$ cat src/rtl/zynet_axil_pkg.sv
// Shared constants and types for the zyNet AXI4-Lite register slave.
package zynet_axil_pkg;

   localparam int unsigned AXI_DATA_W = 32;
   localparam int unsigned AXI_ADDR_W = 5;

   // Register byte offsets; decode uses bits [4:2]
   localparam logic [AXI_ADDR_W-1:0] ADDR_WEIGHT = 5'h00;
   localparam logic [AXI_ADDR_W-1:0] ADDR_BIAS   = 5'h04;
   localparam logic [AXI_ADDR_W-1:0] ADDR_RESULT = 5'h08;
   localparam logic [AXI_ADDR_W-1:0] ADDR_LAYER  = 5'h0C;
   localparam logic [AXI_ADDR_W-1:0] ADDR_NEURON = 5'h10;
   localparam logic [AXI_ADDR_W-1:0] ADDR_NOUT   = 5'h14;
   localparam logic [AXI_ADDR_W-1:0] ADDR_STATUS = 5'h18;
   localparam logic [AXI_ADDR_W-1:0] ADDR_SRST   = 5'h1C;

   localparam logic [1:0] RESP_OKAY = 2'b00;

   // Status register bit positions
   localparam int unsigned STAT_INTR = 0;
   localparam int unsigned STAT_FULL = 1;
   localparam int unsigned STAT_SRST = 2;
   localparam int unsigned STAT_W    = 3;

   typedef enum logic [1:0] {W_IDLE, W_ACK, W_RESP} wr_state_e;
   typedef enum logic [1:0] {R_IDLE, R_ACK, R_DATA} rd_state_e;

endpackage

$ cat src/rtl/zynet_axil_slave_if.sv
// AXI4-Lite bus bundle between host master and the zyNet register slave.
interface zynet_axil_slave_if
   import zynet_axil_pkg::*;
#(
   parameter int unsigned ADDR_W = AXI_ADDR_W,
   parameter int unsigned DATA_W = AXI_DATA_W
);
   logic [ADDR_W-1:0]   awaddr;
   logic                awvalid;
   logic                awready;
   logic [DATA_W-1:0]   wdata;
   logic [DATA_W/8-1:0] wstrb;
   logic                wvalid;
   logic                wready;
   logic [1:0]          bresp;
   logic                bvalid;
   logic                bready;
   logic [ADDR_W-1:0]   araddr;
   logic                arvalid;
   logic                arready;
   logic [DATA_W-1:0]   rdata;
   logic [1:0]          rresp;
   logic                rvalid;
   logic                rready;

   modport master (
      output awaddr, awvalid, input awready,
      output wdata, wstrb, wvalid, input wready,
      input bresp, bvalid, output bready,
      output araddr, arvalid, input arready,
      input rdata, rresp, rvalid, output rready
   );

   modport slave (
      input awaddr, awvalid, output awready,
      input wdata, wstrb, wvalid, output wready,
      output bresp, bvalid, input bready,
      input araddr, arvalid, output arready,
      output rdata, rresp, rvalid, input rready
   );
endinterface

$ cat src/rtl/zynet_out_buffer.sv
// Last-layer neuron output buffer: linear fill until full, wrapping readback.
module zynet_out_buffer #(
   parameter int unsigned DEPTH = 10,
   parameter int unsigned WIDTH = 16
) (
   input  logic             clk,
   input  logic             rst_n,
   input  logic             clr,
   input  logic             push,
   input  logic [WIDTH-1:0] push_data,
   input  logic             pop,
   output logic [WIDTH-1:0] rd_data_c,
   output logic             full_c
);
   localparam int unsigned WPW = $clog2(DEPTH + 1);
   localparam int unsigned RPW = (DEPTH > 1) ? $clog2(DEPTH) : 1;

   logic [WIDTH-1:0] mem [DEPTH];
   logic [WPW-1:0]   wr_ptr;
   logic [RPW-1:0]   rd_ptr;
   logic             push_ok;

   assign full_c    = (wr_ptr == WPW'(DEPTH));
   assign rd_data_c = mem[rd_ptr];
   assign push_ok   = push && !full_c && !clr;

   // Pointer update; clear takes priority over push and pop
   always_ff @(posedge clk or negedge rst_n) begin
      if (!rst_n) begin
         wr_ptr <= '0;
         rd_ptr <= '0;
      end else if (clr) begin
         wr_ptr <= '0;
         rd_ptr <= '0;
      end else begin
         if (push_ok) wr_ptr <= wr_ptr + WPW'(1);
         if (pop)     rd_ptr <= (rd_ptr == RPW'(DEPTH - 1)) ? '0 : rd_ptr + RPW'(1);
      end
   end

   // Sample storage; contents survive a pointer clear
   always_ff @(posedge clk or negedge rst_n) begin
      if (!rst_n) begin
         for (int unsigned i = 0; i < DEPTH; i++) mem[i] <= '0;
      end else if (push_ok) begin
         mem[RPW'(wr_ptr)] <= push_data;
      end
   end
endmodule

$ cat src/rtl/zynet_axil_slave.sv
// zyNet AXI4-Lite slave: weight/bias load strobes, config, result readback, interrupt.
module zynet_axil_slave
   import zynet_axil_pkg::*;
#(
   parameter int unsigned C_S_AXI_DATA_WIDTH = 32,
   parameter int unsigned C_S_AXI_ADDR_WIDTH = 5,
   parameter int unsigned dataWidth          = 16,
   parameter int unsigned NUM_OUTPUTS        = 10
) (
   input  logic                          s_axi_aclk,
   input  logic                          s_axi_aresetn,
   zynet_axil_slave_if.slave             axi,
   output logic                          weight_valid,
   output logic [C_S_AXI_DATA_WIDTH-1:0] weight_value,
   output logic                          bias_valid,
   output logic [C_S_AXI_DATA_WIDTH-1:0] bias_value,
   output logic [C_S_AXI_DATA_WIDTH-1:0] config_layer_num,
   output logic [C_S_AXI_DATA_WIDTH-1:0] config_neuron_num,
   output logic                          soft_reset,
   input  logic                          result_valid,
   input  logic [C_S_AXI_DATA_WIDTH-1:0] result_digit,
   input  logic                          neuron_out_valid,
   input  logic [dataWidth-1:0]          neuron_out_data,
   output logic                          intr
);
   wr_state_e wr_state, wr_next;
   rd_state_e rd_state, rd_next;

   logic [C_S_AXI_ADDR_WIDTH-1:0] wr_addr, rd_addr;
   logic [2:0]                    wr_sel, rd_sel;
   logic                          wr_fire, rd_fire;
   logic [C_S_AXI_DATA_WIDTH-1:0] result_reg, rdata_reg;
   logic [STAT_W-1:0]             status_c;
   logic [dataWidth-1:0]          nout_data_c;
   logic                          nout_full_c, nout_pop, nout_clr;
   logic                          unused_bits;

   assign wr_addr = axi.awaddr;
   assign rd_addr = axi.araddr;
   assign wr_sel  = 3'(wr_addr >> 2);
   assign rd_sel  = 3'(rd_addr >> 2);
   assign wr_fire = (wr_state == W_ACK);
   assign rd_fire = (rd_state == R_ACK);

   assign axi.awready = (wr_state == W_ACK);
   assign axi.wready  = (wr_state == W_ACK);
   assign axi.bvalid  = (wr_state == W_RESP);
   assign axi.bresp   = RESP_OKAY;
   assign axi.arready = (rd_state == R_ACK);
   assign axi.rvalid  = (rd_state == R_DATA);
   assign axi.rresp   = RESP_OKAY;
   assign axi.rdata   = rdata_reg;

   assign unused_bits = ^{axi.wstrb, wr_addr[1:0], rd_addr[1:0]};

   // Channel state registers
   always_ff @(posedge s_axi_aclk or negedge s_axi_aresetn) begin
      if (!s_axi_aresetn) begin
         wr_state <= W_IDLE;
         rd_state <= R_IDLE;
      end else begin
         wr_state <= wr_next;
         rd_state <= rd_next;
      end
   end

   // Next state: idle -> one-cycle ready -> response held until accepted
   always_comb begin
      wr_next = wr_state;
      rd_next = rd_state;
      case (wr_state)
         W_IDLE:  if (axi.awvalid && axi.wvalid) wr_next = W_ACK;
         W_ACK:   wr_next = W_RESP;
         W_RESP:  if (axi.bready) wr_next = W_IDLE;
         default: wr_next = W_IDLE;
      endcase
      case (rd_state)
         R_IDLE:  if (axi.arvalid) rd_next = R_ACK;
         R_ACK:   rd_next = R_DATA;
         R_DATA:  if (axi.rready) rd_next = R_IDLE;
         default: rd_next = R_IDLE;
      endcase
   end

   // Write decode into strobes and config registers
   always_ff @(posedge s_axi_aclk or negedge s_axi_aresetn) begin
      if (!s_axi_aresetn) begin
         weight_valid      <= 1'b0;
         weight_value      <= '0;
         bias_valid        <= 1'b0;
         bias_value        <= '0;
         config_layer_num  <= '0;
         config_neuron_num <= '0;
         soft_reset        <= 1'b1;
      end else begin
         weight_valid <= 1'b0;
         bias_valid   <= 1'b0;
         if (wr_fire) begin
            case (wr_sel)
               ADDR_WEIGHT[4:2]: begin
                  weight_value <= axi.wdata;
                  weight_valid <= 1'b1;
               end
               ADDR_BIAS[4:2]: begin
                  bias_value <= axi.wdata;
                  bias_valid <= 1'b1;
               end
               ADDR_LAYER[4:2]:  config_layer_num  <= axi.wdata;
               ADDR_NEURON[4:2]: config_neuron_num <= axi.wdata;
               ADDR_SRST[4:2]:   soft_reset        <= axi.wdata[0];
               default: ;
            endcase
         end
      end
   end

   // Result capture and interrupt; soft reset dominates, then a new result beats a clearing read
   always_ff @(posedge s_axi_aclk or negedge s_axi_aresetn) begin
      if (!s_axi_aresetn) begin
         result_reg <= '0;
         intr       <= 1'b0;
      end else if (soft_reset) begin
         result_reg <= '0;
         intr       <= 1'b0;
      end else if (result_valid) begin
         result_reg <= result_digit;
         intr       <= 1'b1;
      end else if (rd_fire && rd_sel == ADDR_RESULT[4:2]) begin
         intr <= 1'b0;
      end
   end

   // Status word assembly
   always_comb begin
      status_c            = '0;
      status_c[STAT_INTR] = intr;
      status_c[STAT_FULL] = nout_full_c;
      status_c[STAT_SRST] = soft_reset;
   end

   // Read data captured in the address-accept cycle, held while rvalid waits
   always_ff @(posedge s_axi_aclk or negedge s_axi_aresetn) begin
      if (!s_axi_aresetn) begin
         rdata_reg <= '0;
      end else if (rd_fire) begin
         case (rd_sel)
            ADDR_RESULT[4:2]: rdata_reg <= result_reg;
            ADDR_LAYER[4:2]:  rdata_reg <= config_layer_num;
            ADDR_NEURON[4:2]: rdata_reg <= config_neuron_num;
            ADDR_NOUT[4:2]:   rdata_reg <= C_S_AXI_DATA_WIDTH'(nout_data_c);
            ADDR_STATUS[4:2]: rdata_reg <= C_S_AXI_DATA_WIDTH'(status_c);
            ADDR_SRST[4:2]:   rdata_reg <= C_S_AXI_DATA_WIDTH'(soft_reset);
            default:          rdata_reg <= '0;
         endcase
      end
   end

   assign nout_pop = rd_fire && (rd_sel == ADDR_NOUT[4:2]);
   assign nout_clr = soft_reset || result_valid;

   zynet_out_buffer #(
      .DEPTH (NUM_OUTPUTS),
      .WIDTH (dataWidth)
   ) u_out_buffer (
      .clk       (s_axi_aclk),
      .rst_n     (s_axi_aresetn),
      .clr       (nout_clr),
      .push      (neuron_out_valid),
      .push_data (neuron_out_data),
      .pop       (nout_pop),
      .rd_data_c (nout_data_c),
      .full_c    (nout_full_c)
   );
endmodule
$ cat src/flat_wrapper.sv
// flat-port wrapper written by rule: the top's interface ports become plain ports
module zynet_axil_slave_flat import zynet_axil_pkg::*;
#(
   parameter int unsigned C_S_AXI_DATA_WIDTH = 32,
   parameter int unsigned C_S_AXI_ADDR_WIDTH = 5,
   parameter int unsigned dataWidth          = 16,
   parameter int unsigned NUM_OUTPUTS        = 10
)
  (s_axi_aclk, s_axi_aresetn, weight_valid, weight_value, bias_valid, bias_value, config_layer_num, config_neuron_num, soft_reset, result_valid, result_digit, neuron_out_valid, neuron_out_data, intr, axi_awaddr, axi_awvalid, axi_awready, axi_wdata, axi_wstrb, axi_wvalid, axi_wready, axi_bresp, axi_bvalid, axi_bready, axi_araddr, axi_arvalid, axi_arready, axi_rdata, axi_rresp, axi_rvalid, axi_rready);
  zynet_axil_slave_if axi_i ();
  input  logic s_axi_aclk;
  input  logic s_axi_aresetn;
  output logic weight_valid;
  output logic [C_S_AXI_DATA_WIDTH-1:0] weight_value;
  output logic bias_valid;
  output logic [C_S_AXI_DATA_WIDTH-1:0] bias_value;
  output logic [C_S_AXI_DATA_WIDTH-1:0] config_layer_num;
  output logic [C_S_AXI_DATA_WIDTH-1:0] config_neuron_num;
  output logic soft_reset;
  input  logic result_valid;
  input  logic [C_S_AXI_DATA_WIDTH-1:0] result_digit;
  input  logic neuron_out_valid;
  input  logic [dataWidth-1:0] neuron_out_data;
  output logic intr;
  input wire logic [$bits(axi_i.awaddr)-1:0] axi_awaddr;
  input wire logic [$bits(axi_i.awvalid)-1:0] axi_awvalid;
  output wire logic [$bits(axi_i.awready)-1:0] axi_awready;
  input wire logic [$bits(axi_i.wdata)-1:0] axi_wdata;
  input wire logic [$bits(axi_i.wstrb)-1:0] axi_wstrb;
  input wire logic [$bits(axi_i.wvalid)-1:0] axi_wvalid;
  output wire logic [$bits(axi_i.wready)-1:0] axi_wready;
  output wire logic [$bits(axi_i.bresp)-1:0] axi_bresp;
  output wire logic [$bits(axi_i.bvalid)-1:0] axi_bvalid;
  input wire logic [$bits(axi_i.bready)-1:0] axi_bready;
  input wire logic [$bits(axi_i.araddr)-1:0] axi_araddr;
  input wire logic [$bits(axi_i.arvalid)-1:0] axi_arvalid;
  output wire logic [$bits(axi_i.arready)-1:0] axi_arready;
  output wire logic [$bits(axi_i.rdata)-1:0] axi_rdata;
  output wire logic [$bits(axi_i.rresp)-1:0] axi_rresp;
  output wire logic [$bits(axi_i.rvalid)-1:0] axi_rvalid;
  input wire logic [$bits(axi_i.rready)-1:0] axi_rready;
  assign axi_i.awaddr = axi_awaddr;
  assign axi_i.awvalid = axi_awvalid;
  assign axi_awready = axi_i.awready;
  assign axi_i.wdata = axi_wdata;
  assign axi_i.wstrb = axi_wstrb;
  assign axi_i.wvalid = axi_wvalid;
  assign axi_wready = axi_i.wready;
  assign axi_bresp = axi_i.bresp;
  assign axi_bvalid = axi_i.bvalid;
  assign axi_i.bready = axi_bready;
  assign axi_i.araddr = axi_araddr;
  assign axi_i.arvalid = axi_arvalid;
  assign axi_arready = axi_i.arready;
  assign axi_rdata = axi_i.rdata;
  assign axi_rresp = axi_i.rresp;
  assign axi_rvalid = axi_i.rvalid;
  assign axi_i.rready = axi_rready;
  zynet_axil_slave #(.C_S_AXI_DATA_WIDTH(C_S_AXI_DATA_WIDTH), .C_S_AXI_ADDR_WIDTH(C_S_AXI_ADDR_WIDTH), .dataWidth(dataWidth), .NUM_OUTPUTS(NUM_OUTPUTS)) u_core (.s_axi_aclk(s_axi_aclk), .s_axi_aresetn(s_axi_aresetn), .axi(axi_i), .weight_valid(weight_valid), .weight_value(weight_value), .bias_valid(bias_valid), .bias_value(bias_value), .config_layer_num(config_layer_num), .config_neuron_num(config_neuron_num), .soft_reset(soft_reset), .result_valid(result_valid), .result_digit(result_digit), .neuron_out_valid(neuron_out_valid), .neuron_out_data(neuron_out_data), .intr(intr));
endmodule
$ cat config.mk
export PLATFORM = sky130hd
export DESIGN_NAME = zynet_axil_slave_flat
export DESIGN_NICKNAME = d
export VERILOG_FILES = /design/src/rtl/zynet_axil_pkg.sv /design/src/rtl/zynet_axil_slave_if.sv /design/src/rtl/zynet_out_buffer.sv /design/src/rtl/zynet_axil_slave.sv /design/src/flat_wrapper.sv
export SDC_FILE = /design/constraint.sdc
export NUM_CORES = 1
export LEC_CHECK = 0
export CORE_MARGIN = 10
export CORE_UTILIZATION = 51
export DETAILED_ROUTE_END_ITERATION = 10
export PLACE_DENSITY = 0.77
export RECOVER_POWER = 25
export SETUP_SLACK_MARGIN = 0.05
export SLEW_MARGIN = 20
export SYNTH_ARGS = -nofsm -noshare
export SYNTH_HDL_FRONTEND = slang
export SYNTH_HIERARCHICAL = 1
export SYNTH_SLANG_ARGS = --single-unit
$ cat constraint.sdc
create_clock -name s_axi_aclk -period 2.8 [get_ports s_axi_aclk]
set_input_delay 0.56 -clock s_axi_aclk [delete_from_list [all_inputs] [get_ports s_axi_aclk]]
set_output_delay 0.56 -clock s_axi_aclk [all_outputs]
set_load 0.005 [all_outputs]
==> results of run 1 <==
[cells in the mapped netlist (3+ instances only)]
cell type	instances
sky130_fd_sc_hd__buf_2	31
sky130_fd_sc_hd__buf_4	6
sky130_fd_sc_hd__nor2b_1	5
sky130_fd_sc_hd__nand2_4	4
sky130_fd_sc_hd__nor4bb_1	7
sky130_fd_sc_hd__a21oi_1	9
sky130_fd_sc_hd__nor2_1	52
sky130_fd_sc_hd__clkbuf_1	28
sky130_fd_sc_hd__a22oi_1	18
sky130_fd_sc_hd__a2111oi_0	6
sky130_fd_sc_hd__ha_1	6
sky130_fd_sc_hd__o21a_1	4
sky130_fd_sc_hd__buf_6	12
sky130_fd_sc_hd__nand2_1	49
sky130_fd_sc_hd__dfrtp_1	367
sky130_fd_sc_hd__inv_1	14
sky130_fd_sc_hd__mux2_4	69
sky130_fd_sc_hd__nand3_1	5
sky130_fd_sc_hd__nand2b_1	8
sky130_fd_sc_hd__o21ai_0	29
sky130_fd_sc_hd__o31ai_1	20
sky130_fd_sc_hd__nor3b_1	3
sky130_fd_sc_hd__nand2_2	4
sky130_fd_sc_hd__buf_1	19
sky130_fd_sc_hd__mux4_2	16
sky130_fd_sc_hd__mux2i_1	41
sky130_fd_sc_hd__a221oi_1	6
sky130_fd_sc_hd__nand3b_1	5
sky130_fd_sc_hd__o22ai_1	16
sky130_fd_sc_hd__and4b_1	13
sky130_fd_sc_hd__mux2_2	290
sky130_fd_sc_hd__o221ai_1	4
sky130_fd_sc_hd__nor3_1	3
[final cells by class]
cell class	instances	area, sq um	area share
inverter	14	52.6	0.00248
antenna	2	5.00	0.000236
sequential	368	9210	0.435
clock buffer	64	1220	0.0577
clock inverter	10	86.3	0.00408
multi-input combinational	715	6950	0.328
timing repair buffer	309	3090	0.146
tap	442	553	0.0261
[report_power, final]
part	switching (mW)	internal, mW
sequential	0.676	6.43
clock	2.13	3.09
combinational	1.66	2.52
[cells by family (layout without fill, tap and decap cells)]
kind of cell               count (synthesis)  count (layout)  synth area share
adders and majority gates                  6               6           0.00449
buffers and inverters                    111             397            0.0350
xor gates and xnor gates                   1               1          0.000524
AOI/OAI and AO/OA                        119             119            0.0477
other                                      1               6          0.000224
muxes                                    416             416             0.304
and+or+nand+nor                          169             169            0.0573
DFF                                      368             368             0.551
[layer usage]
layer,wire length (um),track usage,vias to the layer above,share of wire
li1,-,-,4820,-
met1,20000,0.294,5644,0.43
met2,22800,0.373,320,0.49
met3,2450,0.0442,66,0.053
met4,968,0.0609,4,0.021
met5,26,0,-,0.00056
[worst max-delay path, delay by kind of cell (launching register included)]
| family | cells | cell delay [ps] |
|---|---|---|
| buffers and inverters | 2 | 1010 |
| flip-flops | 1 | 520 |
[through the flow]
step                hold WS (ps)  utilization
floorplan                    264            -
global placement             435        0.612
detailed placement           448        0.612
CTS                          457        0.653
global route                 492        0.652
finish                       455        0.652
[worst max-delay path by stage]
stage	depth (start not counted)	start	to
2_1_floorplan	9	result_valid	u_core/u_out_buffer/mem[53]
3_3_place_gp	7	axi_araddr[3]	u_core/u_out_buffer/rd_ptr[2]
3_5_place_dp	4	axi_araddr[4]	u_core/axi.rdata[9]
4_1_cts	2	u_core/soft_reset	soft_reset
5_1_grt	2	u_core/soft_reset	soft_reset
6_report	2	u_core/soft_reset	soft_reset
[timing repair]
action,in CTS,in global routing
endpoints found under the hold margin,9,0
resized for setup,0,0
hold buffers,1,0
==> results.txt, run 1 <==
The flow ran to the end, but the final reports show violations. The checks that failed: max-capacitance violations, max-slew violations. The area added between synthesis and finish came out at 26.7%.

The worst hold path terminates at u_core/rd_state[0]. The placement-stage cell area came out at 19900 sq um. The count of buffers added on input and output ports is 263.

The minimum setup slack among reg-to-reg paths came out at approximately 300 ps. The total CTS buffers is 41. Counting flops and latches in the post-synthesis netlist gives ~370. The die footprint came out at roughly 40000 sq um. In this run the critical register-to-register path is launched from u_core/u_out_buffer/rd_ptr[1]. For the worst setup path, the data required time is 2240 ps.

The depth of the worst hold-timing path is 1. The area fraction of the dominant cell type after synthesis is 0.550. The number of flip-flops in the largest register came out at 160. The worst slack after detailed placement came out at approximately 220 ps. The critical path goes through buf_4 -> clkdlybuf4s50_1. Of the available clock period, the critical path in the final layout requires 0.943. The worst register-to-register path ends at u_core/axi.rdata[13]. The sum of routed wire length over all layers is between 40000 and 50000 um.

The antenna violation net count after detailed routing is 0. The cell area after technology mapping came out at 16700 sq um. The Yosys warning count is 6. The worst setup path is launched from a flop.

The half-perimeter wire length of the detailed placement result is 31900 um. The congestion estimate from routability-driven global placement came to a little under 0.8. After floorplanning, the core was divided into 66 placement rows. The worst-case setup margin in the final layout is 159 ps. The final count of hold timing violations was 0. The boundary pin count is about 280. Setup repair after global routing left no endpoint under its margin. The number of antenna violations at the first check in global routing came out at 4. The post-route cell area came out at between 20000 and 25000 sq um. The number of enable-type register cells in the synthesized netlist came out at 0. For the final database, setup skew stands at 33.0 ps.

The width of the chip came out at 201 um. For this run, the leading register cell type out of synthesis is sky130_fd_sc_hd__dfrtp_1. The number of sinks on the clock net came out at about 370. The count of placed standard cells including taps came out at between 1500 and 2000. The detailed-routing iteration count for the pre-antenna-repair pass came out at 5. The synthesized area per cell came out at about 14 sq um. In the global route stage, overall resource usage came out at 0.224. The maximum number of pins on one net before global-route repair came out at 95. Clock-pin slew was measured on the worst setup and hold paths at approximately 60 ps. The startpoint of the lowest-slack hold path is u_core/rd_state[0]. By area the synthesized netlist is led by sky130_fd_sc_hd__dfrtp_1, sky130_fd_sc_hd__mux2_2, sky130_fd_sc_hd__mux2_4, sky130_fd_sc_hd__mux2i_1, sky130_fd_sc_hd__mux4_2. CTS placed an instance of sky130_fd_sc_hd__clkbuf_16 at the clock tree root. The number of maximum-capacitance constraint violations is 1. The initial utilization of the core area, before any placement, comes to 0.515.

The number of H-tree branching levels is 2. In the final routed layout, each cell accounts on average for roughly 24 um. The global-route congestion overflow total came out at 0.

The number of vias in the routed layout is 10900. In this run the tightest slew margin relative to its limit is -0.187. The CTS tree is yes. For this run, the post-layout net count is roughly 1600.

The buffer levels on the longest clock path is 3. The type of the worst setup path is flop to output pin. The number of unique standard cell types used by synthesis came out at 52.

Data on the critical path arrives at its endpoint at 2080 ps. The post-detailed-route via-to-cell ratio is between 5 and 6. The number of pins exceeding their max-slew limit in the final report is 59. VDD sags by at most 536 uV.

Excluding fillers, the count of instances in the completed layout stands at 1924. The synthesized instance count came out at about 1200. The summed negative setup slack over all endpoints is 0 ps. The highest clock frequency the design can meet is 0.379 GHz.

The type of the tightest min-delay check is flop to flop. Of all nets on the critical path, the largest fanout is 37. The largest individual stage delay along the critical path comes from the cell sky130_fd_sc_hd__clkdlybuf4s50_1. The total core area came out at ~32000 sq um.

In this design, the stage delay of the slowest critical-path cell is about 620 ps. Setup violations remaining at the end of the flow were counted as 0. For the pin with the worst max-slew slack, the measured transition is approximately 1800 ps. The final-layout fill cell count is roughly 2400. The via count of the first global-routing pass is roughly 11000. The detailed router finished its first iteration with approximately 680 violations. The cell depth of the worst flop-to-flop path came out at 7. The number of buffers added for setup after CTS is 0. The share of the yosys chip area belonging to registers is 0.551.

The clock reaches the later pin of the worst-skew pair after about 540 ps. The layout cell share with drive strength beyond 1 came out at 0.343. The total power came out at about 17 mW.

The analysis attributes to cell leakage a power of just under 10 nW. The most common cell after layout, fill and taps aside is sky130_fd_sc_hd__dfrtp_1. The shortest period the worst path allows came out at between 2000 and 3000 ps. Power spread over the standard cell area amounts to 779 nW/um^2.

STA classifies the critical path endpoint as an output pin. For this run, asynchronously set or reset flops after synthesis account for 1.00. Counting flops per register, the top entry is u_core/u_out_buffer/mem. The die is between 200 and 250 um tall. For this run, design rule violations remaining after detail routing come to 0. In the layout the commonest cells are sky130_fd_sc_hd__dfrtp_1, sky130_fd_sc_hd__mux2_2, sky130_fd_sc_hd__clkdlybuf4s50_1. The first global-routing pass estimated between 70000 and 80000 um of wire. The synthesized design spends more area on one cell type than any other, namely sky130_fd_sc_hd__dfrtp_1.
Note: power is estimated with default switching activity, not from simulation.
==> run 2, diff against run 1 <==
--- a/config.mk
+++ b/config.mk
@@ -6,12 +6,12 @@
 export NUM_CORES = 1
 export LEC_CHECK = 0
 export CORE_MARGIN = 10
-export CORE_UTILIZATION = 51
+export CORE_UTILIZATION = 38
 export DETAILED_ROUTE_END_ITERATION = 10
-export PLACE_DENSITY = 0.77
+export PLACE_DENSITY = 0.6
 export RECOVER_POWER = 25
 export SETUP_SLACK_MARGIN = 0.05
-export SLEW_MARGIN = 20
+export SLEW_MARGIN = 0
 export SYNTH_ARGS = -nofsm -noshare
 export SYNTH_HDL_FRONTEND = slang
 export SYNTH_HIERARCHICAL = 1
==> run 2 against run 1 <==
Effect of this change: the run still ends with max-capacitance violations, max-slew violations left; utilization decreased by 16 points; global-route usage shrank 4.3 points; total power is 1.0% higher; register-to-register slack improved by 60 ps; die area up 31%; maximum frequency up 5.0%; via count decreased by 1.8%; sequential share of layout area shrank 0.49 points; first-iteration DRC count down 9.0%; sequential power barely moved; combinational power about the same.
==> results.txt, run 2 (synthesis results as in run 1) <==
The run finished, with violations left. The checks that failed: max-capacitance violations, max-slew violations. Of all nets on the critical path, the largest fanout is 3. The cell at the root of the clock tree is sky130_fd_sc_hd__clkbuf_16. The maximum number of pins on one net before global-route repair is 83. The most common cell after layout, fill and taps aside is sky130_fd_sc_hd__dfrtp_1. The number of H-tree branching levels came out at 2. On the critical path the largest part of the delay comes from buffers and inverters. The total global routing track utilization is 0.181. The worst-case vdd ir drop is between 400 and 500 uV. On the worst path, the slowest cell contributes a delay of ~610 ps. The chip height is around 230 um. The final count of hold timing violations came out at 0.

The nature of the critical path endpoint is an output pin. Hold is met by 446 ps. The number of flip-flops in the largest register came out at 160. In this run the count of I/O pins placed on the die edge is around 280. The total core area came out at between 40000 and 50000 sq um. The final net count is 1562. For this run, global-route usage on met3 was measured as 0.0440. Data arrives at the worst endpoint at between 1500 and 2000 ps. The final clock period utilization by the worst path came out at 0.898. The startpoint type of the worst setup path is a flop. The post-CTS resize count is 0.

The transition time at the pin with the least slew margin came out at around 2400 ps. Setup repair after global routing left no endpoint under its margin. The number of antenna violations at the first check in global routing is 3. The number of buffers added to fix hold violations after cts is 0. The row count came out at 76. The number of buffers and inverters on the critical path is 2. The number of sinks on the clock net is between 300 and 400.

The number of vias in the routed layout is 10700. The buffer levels on the longest clock path is 3. For this run, global-route usage on met1 was measured as 0.253. The clock transition at the register clock pins on the worst setup and hold paths after CTS came out at about 60 ps. The leakage power total came out at ~9.9 nW.

The sum of routed wire length over all layers is slightly below 50000 um. The global placement routability congestion came out at between 0.7 and 0.8. The number of buffers added for setup after CTS came out at 0. Leaving out fill and tap cells, the most frequent cells in the layout are sky130_fd_sc_hd__dfrtp_1, sky130_fd_sc_hd__mux2_2, sky130_fd_sc_hd__clkdlybuf4s50_1. The most heavily used metal layer in global routing is met2. The routed wire length per instance came out at ~23 um. Summed over all layers, the global routing overflow is 0. For this run, the top clock speed supported by timing is roughly 0.40 GHz. The area growth from synthesis to layout is 28.2%. The post-route cell area came out at 21400 sq um. The later pin in the worst-skew pair is clocked with a latency of between 500 and 600 ps. The total CTS buffers came out at 42. The number of pins exceeding their max-slew limit in the final report came out at between 70 and 80. Traced cell by cell, the critical path runs through nand2b_1 -> inv_1 -> clkdlybuf4s50_1. For the finished layout, the period the worst path requires is 2510 ps. The setup-violating endpoint count in the final report came out at 0. The worst clock skew is ~23 ps. The remaining max-slew budget at the tightest pin is -0.618.

The footprint of the multi-input gates is 6960 sq um. The total power is between 15 and 20 mW. TritonCTS built the clock tree. The required time reported for the critical path endpoint came out at between 2000 and 2500 ps.

The final-layout fill cell count came out at approximately 3800. Across the run, the number of max-cap violations was 1. The wire-length estimate of the detail-placed layout is 34100 um. The first detailed-routing pass took 5 iterations. During placement, the flow inserted port buffers numbering about 260. The post-detailed-route via-to-cell ratio is 5.15. The register area came out at between 9000 and 10000 sq um. Setup total negative slack on the finished layout was measured at 0 ps. The width of the chip came out at around 230 um. After the first detailed-routing iteration, the DRC count stood at just over 600. The worst setup path is of the flop to output pin kind. The fraction of met2 tracks used by global routing came out at 0.283. The via count of the first global-routing pass came out at between 10000 and 15000. The layout cell share with drive strength beyond 1 came out at 0.345. The type of the tightest min-delay check is flop to flop.

The first-pass GRT wire length is between 70000 and 80000 um. The antenna violation net count after detailed routing is 0. The initial core utilization came out at 0.386.

The die footprint is 52800 sq um. Dividing total power by cell area gives a power density of ~800 nW/um^2. The placement-stage cell area is around 20000 sq um. Counting flops per register, the top entry is u_core/u_out_buffer/mem. The post-route DRC violation count came out at 0. Among all stages on the critical path, the largest delay is contributed by sky130_fd_sc_hd__clkdlybuf4s50_1.
## run 2: cell count changes in the layout (fill, tap and decap cells not counted), moves of 2 or more
cell / change
sky130_fd_sc_hd__dlygate4sd3_1: -2
sky130_fd_sc_hd__clkbuf_2: +2
sky130_fd_sc_hd__inv_6: -3
sky130_fd_sc_hd__clkbuf_8: -2
sky130_fd_sc_hd__clkbuf_1: +2
sky130_fd_sc_hd__buf_12: +2
sky130_fd_sc_hd__buf_4: -2
## run 2: final cells by class
cell class,instances,share of cell area
diodes,2,0.000234
clock buffers,63,0.0570
clock inverters,10,0.00520
inverters,14,0.00245
multi-input cells,715,0.325
flip-flops and latches,368,0.430
well taps,585,0.0342
repair buffers,312,0.146
## run 2: layer usage
metal	up-vias	routed length [um]
li1	4830	-
met1	5536	22700
met2	241	22500
met3	46	2600
met4	2	610
met5	-	13
## run 2: path summary, 6_finish.rpt
kind,end,slack (ps),cells after the start,start
worst min-delay path,u_core/rd_state[0],450,1,u_core/rd_state[0]
max in group asynchronous,u_core/weight_value[31],510,2,s_axi_aresetn
worst min register to register,u_core/rd_state[0],450,1,u_core/rd_state[0]
min in group asynchronous,u_core/bias_value[24],750,1,s_axi_aresetn
worst max register to register,u_core/axi.rdata[0],360,8,u_core/u_out_buffer/rd_ptr[0]
worst max-delay path,axi_arready,290,3,u_core/rd_state[1]
## run 2: power by group
part / leakage, nW / internal, mW / switching [mW]
Sequential: 4.79 / 6.43 / 0.691
Clock: 0.659 / 3.18 / 2.16
Combinational: 4.47 / 2.52 / 1.69
Total: 9.92 / 12.1 / 4.54
## run 2: stage by stage
step | utilization | instances | setup slack [ps]
2_1_floorplan | - | 1194 | 238
3_3_place_gp | 0.465 | 1994 | 263
3_5_place_dp | 0.465 | 1994 | 205
4_1_cts | 0.495 | 2067 | 258
5_1_grt | 0.495 | 2067 | 144
6_report | 0.495 | 2069 | 285
